## src/rtl/sev_seg_pkg.sv

```systemverilog
// Shared types and active-low {g..a} segment codes for the seven-segment snooper.
package sev_seg_pkg;

  typedef logic [3:0] digit_t;
  typedef logic [6:0] seg_t;

  localparam seg_t SEG_HEX_0 = 7'h40;
  localparam seg_t SEG_HEX_1 = 7'h79;
  localparam seg_t SEG_HEX_2 = 7'h24;
  localparam seg_t SEG_HEX_3 = 7'h30;
  localparam seg_t SEG_HEX_4 = 7'h19;
  localparam seg_t SEG_HEX_5 = 7'h12;
  localparam seg_t SEG_HEX_6 = 7'h02;
  localparam seg_t SEG_HEX_7 = 7'h78;
  localparam seg_t SEG_HEX_8 = 7'h00;
  localparam seg_t SEG_HEX_9 = 7'h10;
  localparam seg_t SEG_HEX_A = 7'h08;
  localparam seg_t SEG_HEX_B = 7'h03;
  localparam seg_t SEG_HEX_C = 7'h46;
  localparam seg_t SEG_HEX_D = 7'h21;
  localparam seg_t SEG_HEX_E = 7'h06;
  localparam seg_t SEG_HEX_F = 7'h0E;
  localparam seg_t SEG_BLANK = 7'h7F;

  typedef struct packed {
    logic   legal;
    logic   is_blank;
    digit_t value;
  } pat_t;

endpackage

```

## src/rtl/sev_seg_pattern_decode.sv

```systemverilog
// Combinational segment-pattern classifier; legal is set only for the 16 hex glyphs,
// is_blank only for the all-off pattern.
module sev_seg_pattern_decode
  import sev_seg_pkg::*;
(
  input  seg_t seg,
  output pat_t pat
);

  always_comb begin
    pat = '{legal: 1'b1, is_blank: 1'b0, value: 4'h0};
    case (seg)
      SEG_HEX_0: pat.value = 4'h0;
      SEG_HEX_1: pat.value = 4'h1;
      SEG_HEX_2: pat.value = 4'h2;
      SEG_HEX_3: pat.value = 4'h3;
      SEG_HEX_4: pat.value = 4'h4;
      SEG_HEX_5: pat.value = 4'h5;
      SEG_HEX_6: pat.value = 4'h6;
      SEG_HEX_7: pat.value = 4'h7;
      SEG_HEX_8: pat.value = 4'h8;
      SEG_HEX_9: pat.value = 4'h9;
      SEG_HEX_A: pat.value = 4'hA;
      SEG_HEX_B: pat.value = 4'hB;
      SEG_HEX_C: pat.value = 4'hC;
      SEG_HEX_D: pat.value = 4'hD;
      SEG_HEX_E: pat.value = 4'hE;
      SEG_HEX_F: pat.value = 4'hF;
      SEG_BLANK: begin
        pat.legal    = 1'b0;
        pat.is_blank = 1'b1;
      end
      default:   pat.legal = 1'b0;
    endcase
  end

endmodule

```

## src/rtl/sev_seg_decoder.sv

```systemverilog
// Recovers per-digit hex values by snooping a multiplexed seven-segment bus.
// Define SEV_SEG_DECODER_ERR_EN to build the err pulse and saturating err_count.
module sev_seg_decoder
  import sev_seg_pkg::*;
#(
  parameter int SETTLE_CYCLES = 16
)
(
  input  logic             clk,
  input  logic             resetn,
  input  logic [6:0]       Seg,
  input  logic [7:0]       AN,
  output digit_t [7:0]     digits,
  output logic [7:0]       digit_valid,
  output logic [7:0]       blank,
  output logic             cap_strobe,
  output logic [2:0]       cap_idx,
  output logic             err,
  output logic [7:0]       err_count
);

  localparam logic [15:0] SETTLE = 16'(SETTLE_CYCLES);

  logic [7:0]  an_p0;
  seg_t        seg_p0;
  logic [15:0] cnt_p0;
  logic        primed_p0;
  logic        armed_p0;
  logic        same;
  logic        fire;
  logic        one_hot;
  logic        cap_ok;
  logic [2:0]  idx;
  pat_t        pat;

  function automatic logic [2:0] low_idx(input logic [7:0] an);
    logic [2:0] i;
    i = 3'd0;
    for (int b = 0; b < 8; b++)
      if (!an[b]) i = 3'(b);
    return i;
  endfunction

  sev_seg_pattern_decode u_decode (
    .seg (seg_p0),
    .pat (pat)
  );

  // primed_p0 keeps a post-reset sample from matching the cleared registers
  assign same    = primed_p0 && (AN == an_p0) && (Seg == seg_p0);
  assign fire    = armed_p0 && (cnt_p0 == SETTLE);
  assign one_hot = $onehot(~an_p0);
  assign idx     = low_idx(an_p0);
  assign cap_ok  = fire && one_hot && (pat.legal || pat.is_blank);

  // Stage p0: sample register and dwell counter
  always_ff @(posedge clk or negedge resetn) begin
    if (!resetn) begin
      an_p0     <= 8'h00;
      seg_p0    <= 7'h00;
      cnt_p0    <= 16'd0;
      primed_p0 <= 1'b0;
      armed_p0  <= 1'b0;
    end else begin
      an_p0     <= AN;
      seg_p0    <= Seg;
      primed_p0 <= 1'b1;
      if (!same) begin
        cnt_p0   <= 16'd1;
        armed_p0 <= 1'b1;
      end else begin
        if (cnt_p0 != SETTLE) cnt_p0 <= cnt_p0 + 16'd1;
        if (fire) armed_p0 <= 1'b0;
      end
    end
  end

  // Stage p1: capture outputs
  always_ff @(posedge clk or negedge resetn) begin
    if (!resetn) begin
      digits      <= '0;
      digit_valid <= 8'h00;
      blank       <= 8'h00;
      cap_strobe  <= 1'b0;
      cap_idx     <= 3'd0;
    end else begin
      cap_strobe <= cap_ok;
      if (cap_ok) begin
        cap_idx          <= idx;
        digit_valid[idx] <= 1'b1;
        blank[idx]       <= pat.is_blank;
        if (!pat.is_blank) digits[idx] <= pat.value;
      end
    end
  end

`ifdef SEV_SEG_DECODER_ERR_EN
  logic idle;
  logic err_evt;

  assign idle    = (an_p0 == 8'hFF);
  assign err_evt = fire && !idle && !(one_hot && (pat.legal || pat.is_blank));

  always_ff @(posedge clk or negedge resetn) begin
    if (!resetn) begin
      err       <= 1'b0;
      err_count <= 8'h00;
    end else begin
      err <= err_evt;
      if (err_evt && (err_count != 8'hFF)) err_count <= err_count + 8'd1;
    end
  end
`else
  assign err       = 1'b0;
  assign err_count = 8'h00;
`endif

endmodule
```

## config.mk

```make
export PLATFORM = sky130hd
export DESIGN_NAME = sev_seg_decoder
export DESIGN_NICKNAME = d
export VERILOG_FILES = /design/src/rtl/sev_seg_pkg.sv /design/src/rtl/sev_seg_pattern_decode.sv /design/src/rtl/sev_seg_decoder.sv
export SDC_FILE = /design/constraint.sdc
export NUM_CORES = 1
export LEC_CHECK = 0
export CAP_MARGIN = 20
export CORE_MARGIN = 2
export CORE_UTILIZATION = 30
export CTS_CLUSTER_DIAMETER = 80
export CTS_CLUSTER_SIZE = 12
export DETAILED_ROUTE_END_ITERATION = 8
export PLACE_DENSITY_LB_ADDON = 0.25
export SYNTH_ARGS = -nofsm -noshare
export SYNTH_HDL_FRONTEND = slang
export SYNTH_HIERARCHICAL = 1
export SYNTH_SLANG_ARGS = --single-unit
```

## constraint.sdc

```tcl
create_clock -name clk -period 5.09 [get_ports clk]
set_input_delay 1.018 -clock clk [delete_from_list [all_inputs] [get_ports clk]]
set_output_delay 1.018 -clock clk [all_outputs]
set_load 0.01 [all_outputs]
```

==> results_dict.tcl <==
set metrics [dict create \
    status "complete, no violations" \
    layout.nets 463 \
    grt_first_pass_wirelength_um 15400 \
    floorplan.core_area_um2 13900 \
    most-common-layout-cells "sky130_fd_sc_hd__dfrtp_1 (85), sky130_fd_sc_hd__clkdlybuf4s50_1 (67), sky130_fd_sc_hd__mux2_2 (40), sky130_fd_sc_hd__nor2_1 (28), sky130_fd_sc_hd__xnor2_1 (25)" \
    gp_congestion 0.817 \
    period_share_pct 82.0 \
    synth_instances 378 \
    edff_count_synth 0 \
    core.rowCount 43 \
    tightestPinTransition_ns 0.913 \
    worst_path_dominant_cell_family "adder cells" \
    postCtsHoldBufs 0 \
    power.static_leakage_nw 2.37 \
    cts_num_sinks 85 \
    syn_area_per_cell_um2 11.4 \
    report.final.setup_viol 0 \
    synth.cell_area_um2 4300 \
    post-route-drc-count 0 \
    setup.worst_path.start_class "flop" \
    max_stage_delay_ns 0.65 \
    grtUsageTotal_pct 13.3 \
    required_ns 5.31 \
    max_freq_mhz 240 \
    post-cts-setup-buffers 0 \
    clock_tree_from_tritoncts "yes" \
    timing.rr.start "an_p0[3]" \
    cell_area_reported_after_detailed_placement_um2 5040 \
    clock_insertion_delay_worst_skew_ns 0.34 \
    finish.utilization_pct 38.7 \
    post_layout_power_mw 1.53 \
    final_max_slew_viol_count 0 \
    area_growth_syn_to_layout_pct 25.4 \
    drtIter0Drc 157 \
    timing.max_cap.violations 0 \
    critical_path_peak_fanout 18 \
    cellPowerDensity_nw_per_um2 284 \
    h-tree-depth 3 \
    critical_path_buf_inv_count 2 \
    clk_transition_reported_paths_ns 0.06 \
    finClkSkew_ns 0.00697 \
    dr.pass1.iters 5 \
    vdd.ir_drop.worst_uv 154 \
    share_of_post_route_cells_with_drive_strength_above_1_pct 16.3 \
    worstPathCellList "fa_1 -> inv_1 -> fa_1 -> fa_1 -> ha_1 -> inv_1 -> fa_1 -> o2111a_1 -> nand4_1 -> mux2_2" \
    final_common_cell "sky130_fd_sc_hd__dfrtp_1" \
    place.port_buffers 68 \
    unrepaired_setup_endpoints_after_global_routing "no" \
    r2r.worst_path.cells 10 \
    final.setup.tns_ns 0 \
    via_per_inst 4.85 \
    max-slew-margin-rel_pct 39.1 \
    worst_path_max_delay_cell "sky130_fd_sc_hd__o2111a_1" \
    yosysWarningCount 6 \
    vias_in_the_first_global_route 2874 \
    insertedDiodeCount 0 \
    cts_inserted_buffers 9 \
    startpoint "an_p0[3]" \
    timing.critical_path.depth 10 \
    fp.dieW_um 124 \
    worst_hold_path_type "reg2reg" \
    worst-setup-path-type "reg2reg" \
    timing.critical_path.mode_cell "sky130_fd_sc_hd__fa_1" \
    cts_root_buffer "sky130_fd_sc_hd__clkbuf_16" \
    postCtsResizedCells 0 \
    antenna_violations_before_repair 0 \
    detail-route-antenna-nets 0 \
    crit_path_end_kind "flop" \
    initial_utilization_pct 30.9 \
    post-dp-hpwl_um 6900 \
    synth-seq-cells 85 \
    timing.critical_path.to "digits[27]" \
    grt_max_degree 86 \
    fin_ws_ns 0.915 \
    total_die_area_um2 15300 \
    stdcell_area_um2 5390 \
    grt-ovfl-total 0 \
    ctsLongestPathBuffers 2 \
    route.detailed.wl_per_inst_um 15.5 \
    report.final.hold_viol_count 0 \
    finalNonFillerCells 622 \
    die_h_um 124 \
    pin_count 78 \
    num_vias 3014 \
    internal_reg_to_reg_setup_slack_ns 0.92 \
    worst_path_arrival_time_ns 4.40 \
    post-place-cells 605 \
    post-place-ws_ns 0.926 \
    postSynth.asyncResetShare_pct 100 \
    timing.final.crit_period_ns 4.17 \
    number_of_different_library_cells_in_the_post_synthesis_netlist 56 \
    route.final.wire_length_um 9620 \
    r2r-end "digits[27]" \
    ys_dominant_reg_cell "sky130_fd_sc_hd__dfrtp_1" \
    ys_seq_area_share_pct 49.4 \
    hold_ws_ns 0.465 \
]
layout make-up:
class / count / area (um2)
fillers: 1378 / 8540
flip-flops and latches: 85 / 2130
multi-input cells: 253 / 1930
repair buffers: 70 / 713
clock buffers: 12 / 256
well taps: 180 / 225
clock inverters: 4 / 70.1
inverters: 18 / 67.6
worst min-delay path by stage:
stage | startpoint | slack [ns] | endpoint | depth (start not counted)
floorplan | armed_p0 | 0.50 | armed_p0 | 2
global placement | digit_valid[6] | 0.45 | digit_valid[6] | 1
detailed placement | digit_valid[7] | 0.45 | digit_valid[7] | 1
CTS | digit_valid[7] | 0.47 | digit_valid[7] | 1
global route | digit_valid[7] | 0.48 | digit_valid[7] | 1
finish | digit_valid[7] | 0.46 | digit_valid[7] | 1
cells in the mapped netlist (3+ instances only):
cell	n	area share, %
sky130_fd_sc_hd__and3_1	3	0.44
sky130_fd_sc_hd__nor2_1	28	2.4
sky130_fd_sc_hd__inv_1	18	1.6
sky130_fd_sc_hd__ha_1	5	1.5
sky130_fd_sc_hd__buf_2	9	1.0
sky130_fd_sc_hd__nand2b_1	14	2.0
sky130_fd_sc_hd__xnor2_1	25	5.1
sky130_fd_sc_hd__nand3_1	10	1.2
sky130_fd_sc_hd__clkbuf_1	4	0.35
sky130_fd_sc_hd__mux2_2	40	10
sky130_fd_sc_hd__o21ai_0	4	0.47
sky130_fd_sc_hd__mux2i_1	3	0.70
sky130_fd_sc_hd__fa_1	4	1.9
sky130_fd_sc_hd__nand4_1	17	2.5
sky130_fd_sc_hd__nor3_1	12	1.4
sky130_fd_sc_hd__buf_4	12	2.1
sky130_fd_sc_hd__xor2_1	3	0.61
sky130_fd_sc_hd__dfrtp_1	85	49
sky130_fd_sc_hd__nand2_1	9	0.79
sky130_fd_sc_hd__nor2b_1	6	0.87
sky130_fd_sc_hd__buf_6	3	0.79
sky130_fd_sc_hd__a21oi_1	7	0.81
sky130_fd_sc_hd__nand4_2	9	2.6
sky130_fd_sc_hd__nor4_1	9	1.3
metal layers:
layer	up-vias	share of wire, %	GRT usage (%)
met4	0	1.1	3.41
li1	1422	-	-
met3	13	4.8	3.89
met1	1503	48	18.4
met5	-	0	0
met2	76	46	20.6
cells by family (layout without fill, tap and decap cells):
family,count (synthesis),after routing,synth area share [%]
other,2,10,0.175
buffers and inverters,48,104,6.31
and+or+nand+nor,135,135,19.0
xor gates and xnor gates,29,29,6.08
adders and majority gates,9,9,3.31
AOI/OAI and AO/OA,27,27,4.57
DFF,85,85,49.4
muxes,43,43,11.2
flip-flops by register name, summed over array words and instances (netlist names):
signal and flops:
an_p0 8, armed_p0 1, blank 8, cap_idx 3, cap_strobe 1, cnt_p0 16
digit_valid 8, digits 32, primed_p0 1, seg_p0 7
power by group:
part	total [mW]	internal [mW]	leakage (nW)	switching, mW
sequential	0.700	0.682	1.14	0.0177
clock	0.709	0.455	0.163	0.254
combinational	0.124	0.0483	1.07	0.0759
total	1.53	1.19	2.37	0.347
worst register-to-register path: cells and delay by family (launching register included):
family                     cells  cell delay, ns
AOI/OAI and AO/OA              1            0.65
adders and majority gates      5            2.10
buffers and inverters          2            0.11
DFF                            1            0.47
muxes                          1            0.38
and+or+nand+nor                1            0.35
Note: power is estimated with default switching activity, not from simulation.
